File: src/rtl/wgt_loader_if.sv
// wgt_loader_if: DMA weight stream plus weight-SRAM write port.
//   s_tdata/s_tvalid/s_tready/s_tlast : byte-packed input stream, byte 0 in [7:0]
//   we/waddr/wdata/bank_sel_wr       : row write port into the double-buffered SRAM
// master = stream source / buffer side, slave = the loader.
interface wgt_loader_if #(
    parameter int TN         = 14,
    parameter int ADDR_WIDTH = 7,
    parameter int IN_BYTES   = 4
);
    logic [IN_BYTES*8-1:0]  s_tdata;
    logic                   s_tvalid;
    logic                   s_tready;
    logic                   s_tlast;
    logic                   we;
    logic [ADDR_WIDTH-1:0]  waddr;
    logic [TN*8-1:0]        wdata;
    logic                   bank_sel_wr;

    modport master (
        output s_tdata, s_tvalid, s_tlast,
        input  s_tready, we, waddr, wdata, bank_sel_wr
    );

    modport slave (
        input  s_tdata, s_tvalid, s_tlast,
        output s_tready, we, waddr, wdata, bank_sel_wr
    );
endinterface

File: src/rtl/wgt_loader.sv
// wgt_loader: fill stage for the ping-pong weight SRAM.
// Packs IN_BYTES-wide stream beats into TN-byte rows and writes them at
// ascending row addresses into a free bank, then marks that bank full.
// The consumer frees the oldest full bank with bank_release.
// Ports:
//   clk, rst        clock, synchronous active-high reset
//   start, num_rows tile request (num_rows legal 1..2**ADDR_WIDTH)
//   busy, done      tile in progress / one-cycle completion pulse
//   bus             stream in + buffer write port (wgt_loader_if.slave)
//   bank_full       per-bank "complete unread tile" flags
//   rd_bank         bank the consumer reads next
//   bank_release    consumer finished with rd_bank
//   err             sticky [0] illegal num_rows, [1] tlast mismatch
module wgt_loader #(
    parameter int TN         = 14,
    parameter int ADDR_WIDTH = 7,
    parameter int IN_BYTES   = 4
) (
    input  logic                  clk,
    input  logic                  rst,
    input  logic                  start,
    input  logic [ADDR_WIDTH:0]   num_rows,
    output logic                  busy,
    output logic                  done,
    wgt_loader_if.slave           bus,
    output logic [1:0]            bank_full,
    output logic                  rd_bank,
    input  logic                  bank_release,
    output logic [1:0]            err
);
    localparam int CW = (TN > 1) ? $clog2(TN) : 1;
    localparam int RW = TN * 8;
    localparam int XW = (TN + IN_BYTES) * 8;

    localparam logic [CW:0]         TN_C     = TN[CW:0];
    localparam logic [CW:0]         IB_C     = IN_BYTES[CW:0];
    localparam logic [CW-1:0]       TN_L     = TN[CW-1:0];
    localparam logic [CW-1:0]       IB_L     = IN_BYTES[CW-1:0];
    localparam logic [ADDR_WIDTH:0] MAX_ROWS = {1'b1, {ADDR_WIDTH{1'b0}}};

    typedef enum logic [1:0] {IDLE, WAIT_BANK, LOAD, FLUSH} state_t;

    state_t                 state, state_nxt;
    logic [ADDR_WIDTH:0]    rows_tgt;
    logic [ADDR_WIDTH:0]    row_idx;
    logic [CW-1:0]          cnt;        // bytes already in row_buf
    logic [RW-1:0]          row_buf;    // bytes at or above cnt are kept zero
    logic [RW-1:0]          wdata_q;
    logic [ADDR_WIDTH-1:0]  waddr_q;
    logic                   we_q;
    logic                   bank_sel_q;

    logic                   in_load, accept, cfg_ok;
    logic                   row_done, last_row, final_beat, release_ok;
    logic [CW:0]            fill_sum;
    logic [CW-1:0]          left_cnt;
    logic [CW+2:0]          shamt;
    logic [XW-1:0]          merged;
    logic [1:0]             full_set, full_clr;

    assign cfg_ok   = (num_rows != '0) && (num_rows <= MAX_ROWS);
    assign in_load  = (state == LOAD);
    assign accept   = in_load && bus.s_tvalid;

    // Beat bytes land right after the current fill; anything past TN bytes
    // spills into the upper part and seeds the next row.
    assign shamt    = {cnt, 3'b000};
    assign merged   = XW'(row_buf) | (XW'(bus.s_tdata) << shamt);
    assign fill_sum = {1'b0, cnt} + IB_C;
    // Modular in CW bits: the true leftover is < IN_BYTES <= TN, so it fits.
    assign left_cnt = cnt + IB_L - TN_L;
    assign row_done = (fill_sum >= TN_C);
    assign last_row = (row_idx == rows_tgt - 1'b1);
    assign final_beat = accept && row_done && last_row;

    assign release_ok = bank_release && bank_full[rd_bank];
    assign full_set   = (state == FLUSH) ? (2'b01 << bank_sel_q) : 2'b00;
    assign full_clr   = release_ok ? (2'b01 << rd_bank) : 2'b00;

    assign bus.s_tready    = in_load;
    assign bus.we          = we_q;
    assign bus.waddr       = waddr_q;
    assign bus.wdata       = wdata_q;
    assign bus.bank_sel_wr = bank_sel_q;

    always_ff @(posedge clk) begin
        if (rst) state <= IDLE;
        else     state <= state_nxt;
    end

    always_comb begin
        state_nxt = state;
        busy      = 1'b0;
        done      = 1'b0;
        case (state)
            IDLE: begin
                if (start && cfg_ok) state_nxt = WAIT_BANK;
            end
            WAIT_BANK: begin
                busy = 1'b1;
                if (!bank_full[bank_sel_q]) state_nxt = LOAD;
            end
            LOAD: begin
                busy = 1'b1;
                if (final_beat) state_nxt = FLUSH;
            end
            FLUSH: begin
                // last row's write is on the port this cycle
                done      = 1'b1;
                state_nxt = IDLE;
            end
            default: state_nxt = IDLE;
        endcase
    end

    always_ff @(posedge clk) begin
        if (rst) begin
            rows_tgt   <= '0;
            row_idx    <= '0;
            cnt        <= '0;
            row_buf    <= '0;
            wdata_q    <= '0;
            waddr_q    <= '0;
            we_q       <= 1'b0;
            bank_sel_q <= 1'b0;
            bank_full  <= 2'b00;
            rd_bank    <= 1'b0;
            err        <= 2'b00;
        end else begin
            we_q <= 1'b0;

            if (state == IDLE && start) begin
                if (cfg_ok) begin
                    rows_tgt <= num_rows;
                    row_idx  <= '0;
                    cnt      <= '0;
                    row_buf  <= '0;
                end else begin
                    err[0] <= 1'b1;
                end
            end

            if (accept) begin
                // tlast is advisory: loading always runs by count
                if (bus.s_tlast != (row_done && last_row)) err[1] <= 1'b1;
                if (row_done) begin
                    we_q    <= 1'b1;
                    waddr_q <= row_idx[ADDR_WIDTH-1:0];
                    wdata_q <= merged[RW-1:0];
                    row_idx <= row_idx + 1'b1;
                    if (last_row) begin
                        cnt     <= '0;
                        row_buf <= '0;
                    end else begin
                        cnt     <= left_cnt;
                        row_buf <= RW'(merged[XW-1:RW]);
                    end
                end else begin
                    cnt     <= fill_sum[CW-1:0];
                    row_buf <= merged[RW-1:0];
                end
            end

            if (state == FLUSH) bank_sel_q <= ~bank_sel_q;
            // set and clear never target the same bank (WAIT_BANK guards it)
            bank_full <= (bank_full & ~full_clr) | full_set;
            if (release_ok) rd_bank <= ~rd_bank;
        end
    end
endmodule

File: src/flat_wrapper.sv
// flat-port wrapper written by rule: the top's interface ports become plain ports
module wgt_loader_flat 
#(
    parameter int TN         = 14,
    parameter int ADDR_WIDTH = 7,
    parameter int IN_BYTES   = 4
)
  (clk, rst, start, num_rows, busy, done, bank_full, rd_bank, bank_release, err, bus_s_tdata, bus_s_tvalid, bus_s_tlast, bus_s_tready, bus_we, bus_waddr, bus_wdata, bus_bank_sel_wr);
  wgt_loader_if #(.TN(TN), .ADDR_WIDTH(ADDR_WIDTH), .IN_BYTES(IN_BYTES)) bus_i ();
  input  logic clk;
  input  logic rst;
  input  logic start;
  input  logic [ADDR_WIDTH:0] num_rows;
  output logic busy;
  output logic done;
  output logic [1:0] bank_full;
  output logic rd_bank;
  input  logic bank_release;
  output logic [1:0] err;
  input wire logic [$bits(bus_i.s_tdata)-1:0] bus_s_tdata;
  input wire logic [$bits(bus_i.s_tvalid)-1:0] bus_s_tvalid;
  input wire logic [$bits(bus_i.s_tlast)-1:0] bus_s_tlast;
  output wire logic [$bits(bus_i.s_tready)-1:0] bus_s_tready;
  output wire logic [$bits(bus_i.we)-1:0] bus_we;
  output wire logic [$bits(bus_i.waddr)-1:0] bus_waddr;
  output wire logic [$bits(bus_i.wdata)-1:0] bus_wdata;
  output wire logic [$bits(bus_i.bank_sel_wr)-1:0] bus_bank_sel_wr;
  assign bus_i.s_tdata = bus_s_tdata;
  assign bus_i.s_tvalid = bus_s_tvalid;
  assign bus_i.s_tlast = bus_s_tlast;
  assign bus_s_tready = bus_i.s_tready;
  assign bus_we = bus_i.we;
  assign bus_waddr = bus_i.waddr;
  assign bus_wdata = bus_i.wdata;
  assign bus_bank_sel_wr = bus_i.bank_sel_wr;
  wgt_loader #(.TN(TN), .ADDR_WIDTH(ADDR_WIDTH), .IN_BYTES(IN_BYTES)) u_core (.clk(clk), .rst(rst), .start(start), .num_rows(num_rows), .busy(busy), .done(done), .bus(bus_i), .bank_full(bank_full), .rd_bank(rd_bank), .bank_release(bank_release), .err(err));
endmodule
File: config.mk
export PLATFORM = sky130hd
export DESIGN_NAME = wgt_loader_flat
export DESIGN_NICKNAME = d
export VERILOG_FILES = /design/src/rtl/wgt_loader_if.sv /design/src/rtl/wgt_loader.sv /design/src/flat_wrapper.sv
export SDC_FILE = /design/constraint.sdc
export NUM_CORES = 1
export LEC_CHECK = 0
export CAP_MARGIN = 20
export CORE_MARGIN = 2
export CORE_UTILIZATION = 45
export CTS_BUF_LIST = sky130_fd_sc_hd__clkbuf_16
export DETAILED_ROUTE_END_ITERATION = 8
export DONT_BUFFER_PORTS = 1
export HOLD_SLACK_MARGIN = 0.12
export PLACE_DENSITY = 0.57
export SLEW_MARGIN = 20
export SYNTH_ARGS = -nofsm -noshare
export SYNTH_HDL_FRONTEND = slang
export SYNTH_SLANG_ARGS = --single-unit
export TNS_END_PERCENT = 100
File: constraint.sdc
create_clock -name clk -period 5.8 [get_ports clk]
set_input_delay 0.87 -clock clk [delete_from_list [all_inputs] [get_ports clk]]
set_output_delay 0.87 -clock clk [all_outputs]
set_load 0.005 [all_outputs]
# After elaboration in Yosys (flattened, before gate mapping)
# Index checks and enable logic that the tools add are counted.
# W data, S select, Z words.
op_classes:
  addsub: 5
  n_mul: 0
  div: 0
  magnitude_cmp: 4
  eq_ne: 8
  n_shift: 3
  n_mux: 27
  n_bitwise: 8
  n_reduce_logical: 20
op_table:
  columns: ["operator", "count"]
  rows:
  - ["$mux W112", 4]
  - ["$or A112 B144 Y144", 1]
  - ["$shl A32 B7 Y144", 1]
  - ["$mux W32", 1]
  - ["$mux W8", 4]
  - ["$mux W4", 5]
  - ["$mux W2", 5]
  - ["$reduce_and A2 Y1", 5]
  - ["$add A8 B1 Y8 const B", 1]
  - ["$eq A8 B8 Y1", 1]
  - ["$le A8 B8 Y1 const B", 1]
  - ["$logic_and A1 B1 Y1", 8]
  - ["$pmux W2 S4", 1]
  - ["$reduce_bool A8 Y1", 1]
  - ["$sub A8 B1 Y8 const B", 1]
  - ["$mux W1", 7]
  - ["$add A4 B3 Y5 const B", 1]
  - ["$ge A5 B4 Y1 const B", 1]
  - ["$add A4 B3 Y4 const B", 1]
  - ["$eq A2 B2 Y1 const B", 2]
  - ["$lt A1 B2 Y1 const B", 2]
  - ["$ne A2 B2 Y1 const B", 2]
  - ["$not A1 Y1", 4]
  - ["$reduce_bool A2 Y1", 2]
  - ["11 further kinds", 13]
word_totals:
  reg_bits: 260
  latch_bits: 0
  ram_bits: 0
  rom_bits: 0
  input_bits: 46
  output_inout_bits: 129
  word_cells: 88
  memories: 0

# Logic depth before layout (Yosys ltp)
logic_depth:
  ltp_word: 7
  mapped_depth: 10
  ltp_nobuf: 8

# Least setup slack after synthesis
# OpenSTA, ideal clock, no wires.
synth_timing:
  path_kind: "input port to flip-flop"
  from: "input port num_rows[0]"
  to: "register u_core.state[0]"
  setup_ps: 91
  t_arrival_ps: 2429
  required_time_ps: 5709
  path_slack_ps: 3280
  cell_stages: 6
  path_buffers: 0
  path_cell_list: "nor4_2 -> a21boi_1 -> or2_1 -> a221oi_2 -> mux2_1 -> a311oi_1"
synth_between:
  elab_chain_len: 5
  elab_cells_between_ends: 6
  cone_classes: "1 x order compare; 1 x eq/ne; 4 x reduce/logical"
synth_rtl:
  columns: ["element", "line_no", "source"]
  rows:
  - ["start, declared", "flat_wrapper.sv:13", "input logic [ADDR_WIDTH:0] num_rows;"]
  - ["$le A8 B8 Y1 / $reduce_bool A8 Y1 (equally long branches)", "wgt_loader.sv:61", "assign cfg_ok = (num_rows != '0) && (num_rows <= MAX_ROWS);"]
  - ["$logic_and A1 B1 Y1 *", "wgt_loader.sv:61", null]
  - ["$logic_and A1 B1 Y1 *", "wgt_loader.sv:97", "if (start && cfg_ok) state_nxt = WAIT_BANK;"]
  - ["$ne A2 B1 Y1 (no source line) *", null, null]
  - ["$reduce_and A3 Y1 (no source line) *", null, null]
  - ["end signal, assigned", "wgt_loader.sv:88", "else state <= state_nxt;"]
  - ["end, declared", "wgt_loader.sv:43", "state_t state, state_nxt;"]
# Mark *: on every way between the ends. The rest lies on a longest branch, timed or not.
# A chain may end at the register's enable or synchronous reset.

# Final worst setup path
layout_timing:
  from: "register u_core.cnt[2]"
  to: "register u_core.row_buf[92]"
layout_between:
  elab_chain_len: 4
  elab_cells_between_ends: 6
  cone_classes: "1 x add/sub; 1 x order compare; 1 x shift; 2 x mux; 1 x bitwise"
layout_rtl:
  columns: ["element", "line_no", "source"]
  rows:
  - ["start, declared", "wgt_loader.sv:46", "logic [CW-1:0] cnt;"]
  - ["start signal, assigned", "wgt_loader.sv:155", "cnt <= left_cnt;"]
  - ["start signal, assigned", "wgt_loader.sv:159", "cnt <= fill_sum[CW-1:0];"]
  - ["$add A4 B3 Y5 / $shl A32 B7 Y144 (equally long branches)", "wgt_loader.sv:69, wgt_loader.sv:68", null]
  - ["$ge A5 B4 Y1 / $or A112 B144 Y144 (equally long branches)", "wgt_loader.sv:72, wgt_loader.sv:68", null]
  - ["$mux W112 *", "wgt_loader.sv:146", "if (row_done) begin"]
  - ["$mux W112 *", "wgt_loader.sv:143", "if (accept) begin"]
  - ["end signal, assigned", "wgt_loader.sv:156", "row_buf <= RW'(merged[XW-1:RW]);"]
  - ["end signal, assigned", "wgt_loader.sv:160", "row_buf <= merged[RW-1:0];"]
  - ["end, declared", "wgt_loader.sv:47", "logic [RW-1:0] row_buf;"]
# Marks and branches as above.

==> results.cfg <==
[outcome]
outcome = completed

[critical_path]
worstPathRequired_ps = 6220
reg2reg_slack_ps = 2160
reg2reg_from = u_core.cnt[2]
reg2reg_to = u_core.row_buf[92]
r2r_cells = 8
crit_path_end_kind = flip-flop
critical_path.max_fanout = 34
arrival_ps = 4060
start_kind = flip-flop
critPathKind = flip-flop to flip-flop

[routing]
viasPerCell = 5.740
drcViolationCount = 0
drt_iter0_markers = 618
wl_per_cell_um = 20.21
drt_pass1_iterations = 5
wirelength_mm = 31.58
vias = 8971
ant_nets = 0

[global_route]
grt_pass1_wl_mm = 48.92
antenna_found_initial = 0
grt_max_degree = 183
grt_overflow = 0
grt_use_total_pct = 23.90
grt_pass1_vias = 8262

[finish]
multi_input_area_um2 = 5192
drive_gt1_share_pct = 7.395
insertedDiodeCount = 0
final_common_cell = dfxtp_1
area_delta_synth_final_pct = 9.321
fin_nets = 1280
layout.filler_cells = 2301
finalInstanceArea_um2 = 11830
regArea_um2 = 5186
final_cell_mix = 258 x dfxtp_1, 237 x nor2_1, 150 x a21oi_1, 112 x nor3_1, 112 x a211oi_1

[synth]
async_flop_share_pct = 0
synthXorXnorAreaFrac_pct = 0.8095
yosys.area_share.adder_pct = 1.272
synthCells = 1288
synth_cell_types = 55
yosysSeqAreaShare_pct = 47.92
synth-simple-area-share_pct = 20.55
ys_ff_latch = 259
synth-edff-count = 0
syn_nets = 1345
synth.avg_cell_area_um2 = 8.400
synth_top_family_by_area = compound AO/OA/AOI/OAI gates
synth_flop_cell = dfxtp_1
synth_mux_area_share_pct = 2.903
ys_warn_count = 0
syn_area_um2 = 10820
synth_compound_area_share_pct = 21.89

[clock_network]
htree_num_levels = 1
numCtsBuffers = 28
insertion_delay_ps = 540
tritoncts = built
clock_sinks = 259
clk_pin_slew_worst_paths_ps = 60
clock_tree.root_cell = clkbuf_16
hold_buffers = 0
cts_resized = 0
cts_buffer_depth = 3
cts_setup_buffers = 0

[min_path]
holdPathEnd = u_core.err[0]
hold_path_class = primary input to flip-flop
whs_path_depth = 1
hold_start = rst

[timing]
finalClockSkew_ps = 16.40
finalCriticalPeriod_ps = 3641
fmax_mhz = 274.6
relSlewSlack_pct = 25.04
rsz0062_at_grt = no
hold_viol_final = 0
tns_ps = 0
setup_viol = 0
tightest_slew_ps = 1123
period_share_pct = 62.78
slew_violations = 0

[place]
port_buffers = 0
gp_congestion = 0.8325
dp_hpwl_mm = 20.46
place_area_um2 = 10890

[power_and_ir_drop]
power.density_nw_per_um2 = 366.2
ir_worst_vdd_mv = 0.2245
leakagePower_nw = 3.849

[floorplanning]
die_h_um = 159.1
die_x_um = 159.1
core_um2 = 23540
design.die.area_um2 = 25300
initial_core_util_pct = 45.96
rows = 56
io_pins = 175

[run]
cap_violations = 0
## cell usage after synthesis (all sizes together), types with 3 or more instances
library cell	instances	area [um^2]
o21ai	57	289.0
or2	3	18.77
nand2b	3	18.77
buf	41	217.7
ha	11	137.6
nor3b	18	135.1
and2	16	100.1
nand3b	7	52.55
nand3	3	15.01
clkbuf	63	236.5
a21oi	150	750.7
inv	12	45.04
xnor2	8	70.07
a22o	16	140.1
nor2	245	919.6
a211oi	112	840.8
dfxtp	259	5185
nand2	63	236.5
nor3	120	640.6
mux2i	10	100.1
a221oi	17	155.1
and3	5	31.28
mux2	19	214.0
a311oi	3	26.28
## cells by family after synthesis
logic type / Yosys count
xor+xnor: 10
fa+ha+maj: 11
flops: 259
mux: 29
compound gates: 372
simple gates: 490
buf+inv: 117
## through the flow
stage | power [W] | setup WS [ps] | utilization [%] | std cells | hold slack (ps)
floorplan | 0.002436 | 3280 | - | 1288 | 438.3
global placement | 0.002553 | 2173 | 46.21 | 1512 | 448.1
detailed placement | 0.002564 | 2170 | 46.25 | 1512 | 456.0
CTS | 0.004357 | 2191 | 50.16 | 1563 | 390.0
global route | 0.004514 | 1918 | 50.24 | 1563 | 385.8
finish | 0.004332 | 2159 | 50.24 | 1563 | 399.7
## power by group
group          internal (W)  total, W  switching (W)
logic              0.000204  0.000620       0.000416
registers           0.00186   0.00192      0.0000566
clock network       0.00107   0.00180       0.000721
total               0.00314   0.00433        0.00119
## how the worst max path moves through the flow
stage                             start                 end  slack, ps  cells past startpoint
final                     u_core.cnt[2]  u_core.row_buf[92]       2160                      8
after global routing      u_core.cnt[2]  u_core.row_buf[51]       1920                      8
after CTS                 u_core.cnt[2]  u_core.row_buf[92]       2190                      9
after detailed placement    num_rows[0]  u_core.row_buf[92]       2170                      6
after global placement      num_rows[0]  u_core.row_buf[57]       2170                      6
after floorplan             num_rows[0]     u_core.state[0]       3280                      6
## worst max-delay path: stages, from the launching register on
cell	delay (ps)
dfxtp_1	970
inv_2	260
ha_1	390
o21ai_1	250
nor2_2	70
buf_4	260
o21ai_4	730
buf_4	480
nor2_1	100
## registers in the layout, indices dropped and copies added, names as in the netlist
name,flops
u_core.bus.bank_sel_wr,1
u_core.bank_full,2
u_core.bus.we,1
u_core.rd_bank,1
u_core.row_idx,8
u_core.bus.wdata,112
u_core.cnt,3
u_core.err,2
u_core.state,2
u_core.row_buf,112
u_core.bus.waddr,7
u_core.rows_tgt,8
## area by class of cell
class,instances,area share (%)
Multi-Input combinational cell,912,43.90
Tap cell,319,3.375
Inverter,13,0.4126
Timing Repair Buffer,9,0.6770
Sequential cell,259,43.85
Clock inverter,22,1.650
Clock buffer,29,6.136
## per-layer routing
layer  wire (um)  vias to the layer above  GRT usage, %
li1            -                     4460             -
met1       13960                     4221         31.56
met2       14860                      252         39.72
met3        2057                       38         5.418
met4         697                        0         5.992
met5           0                        -             0
Power figures use the tool's default switching activity.
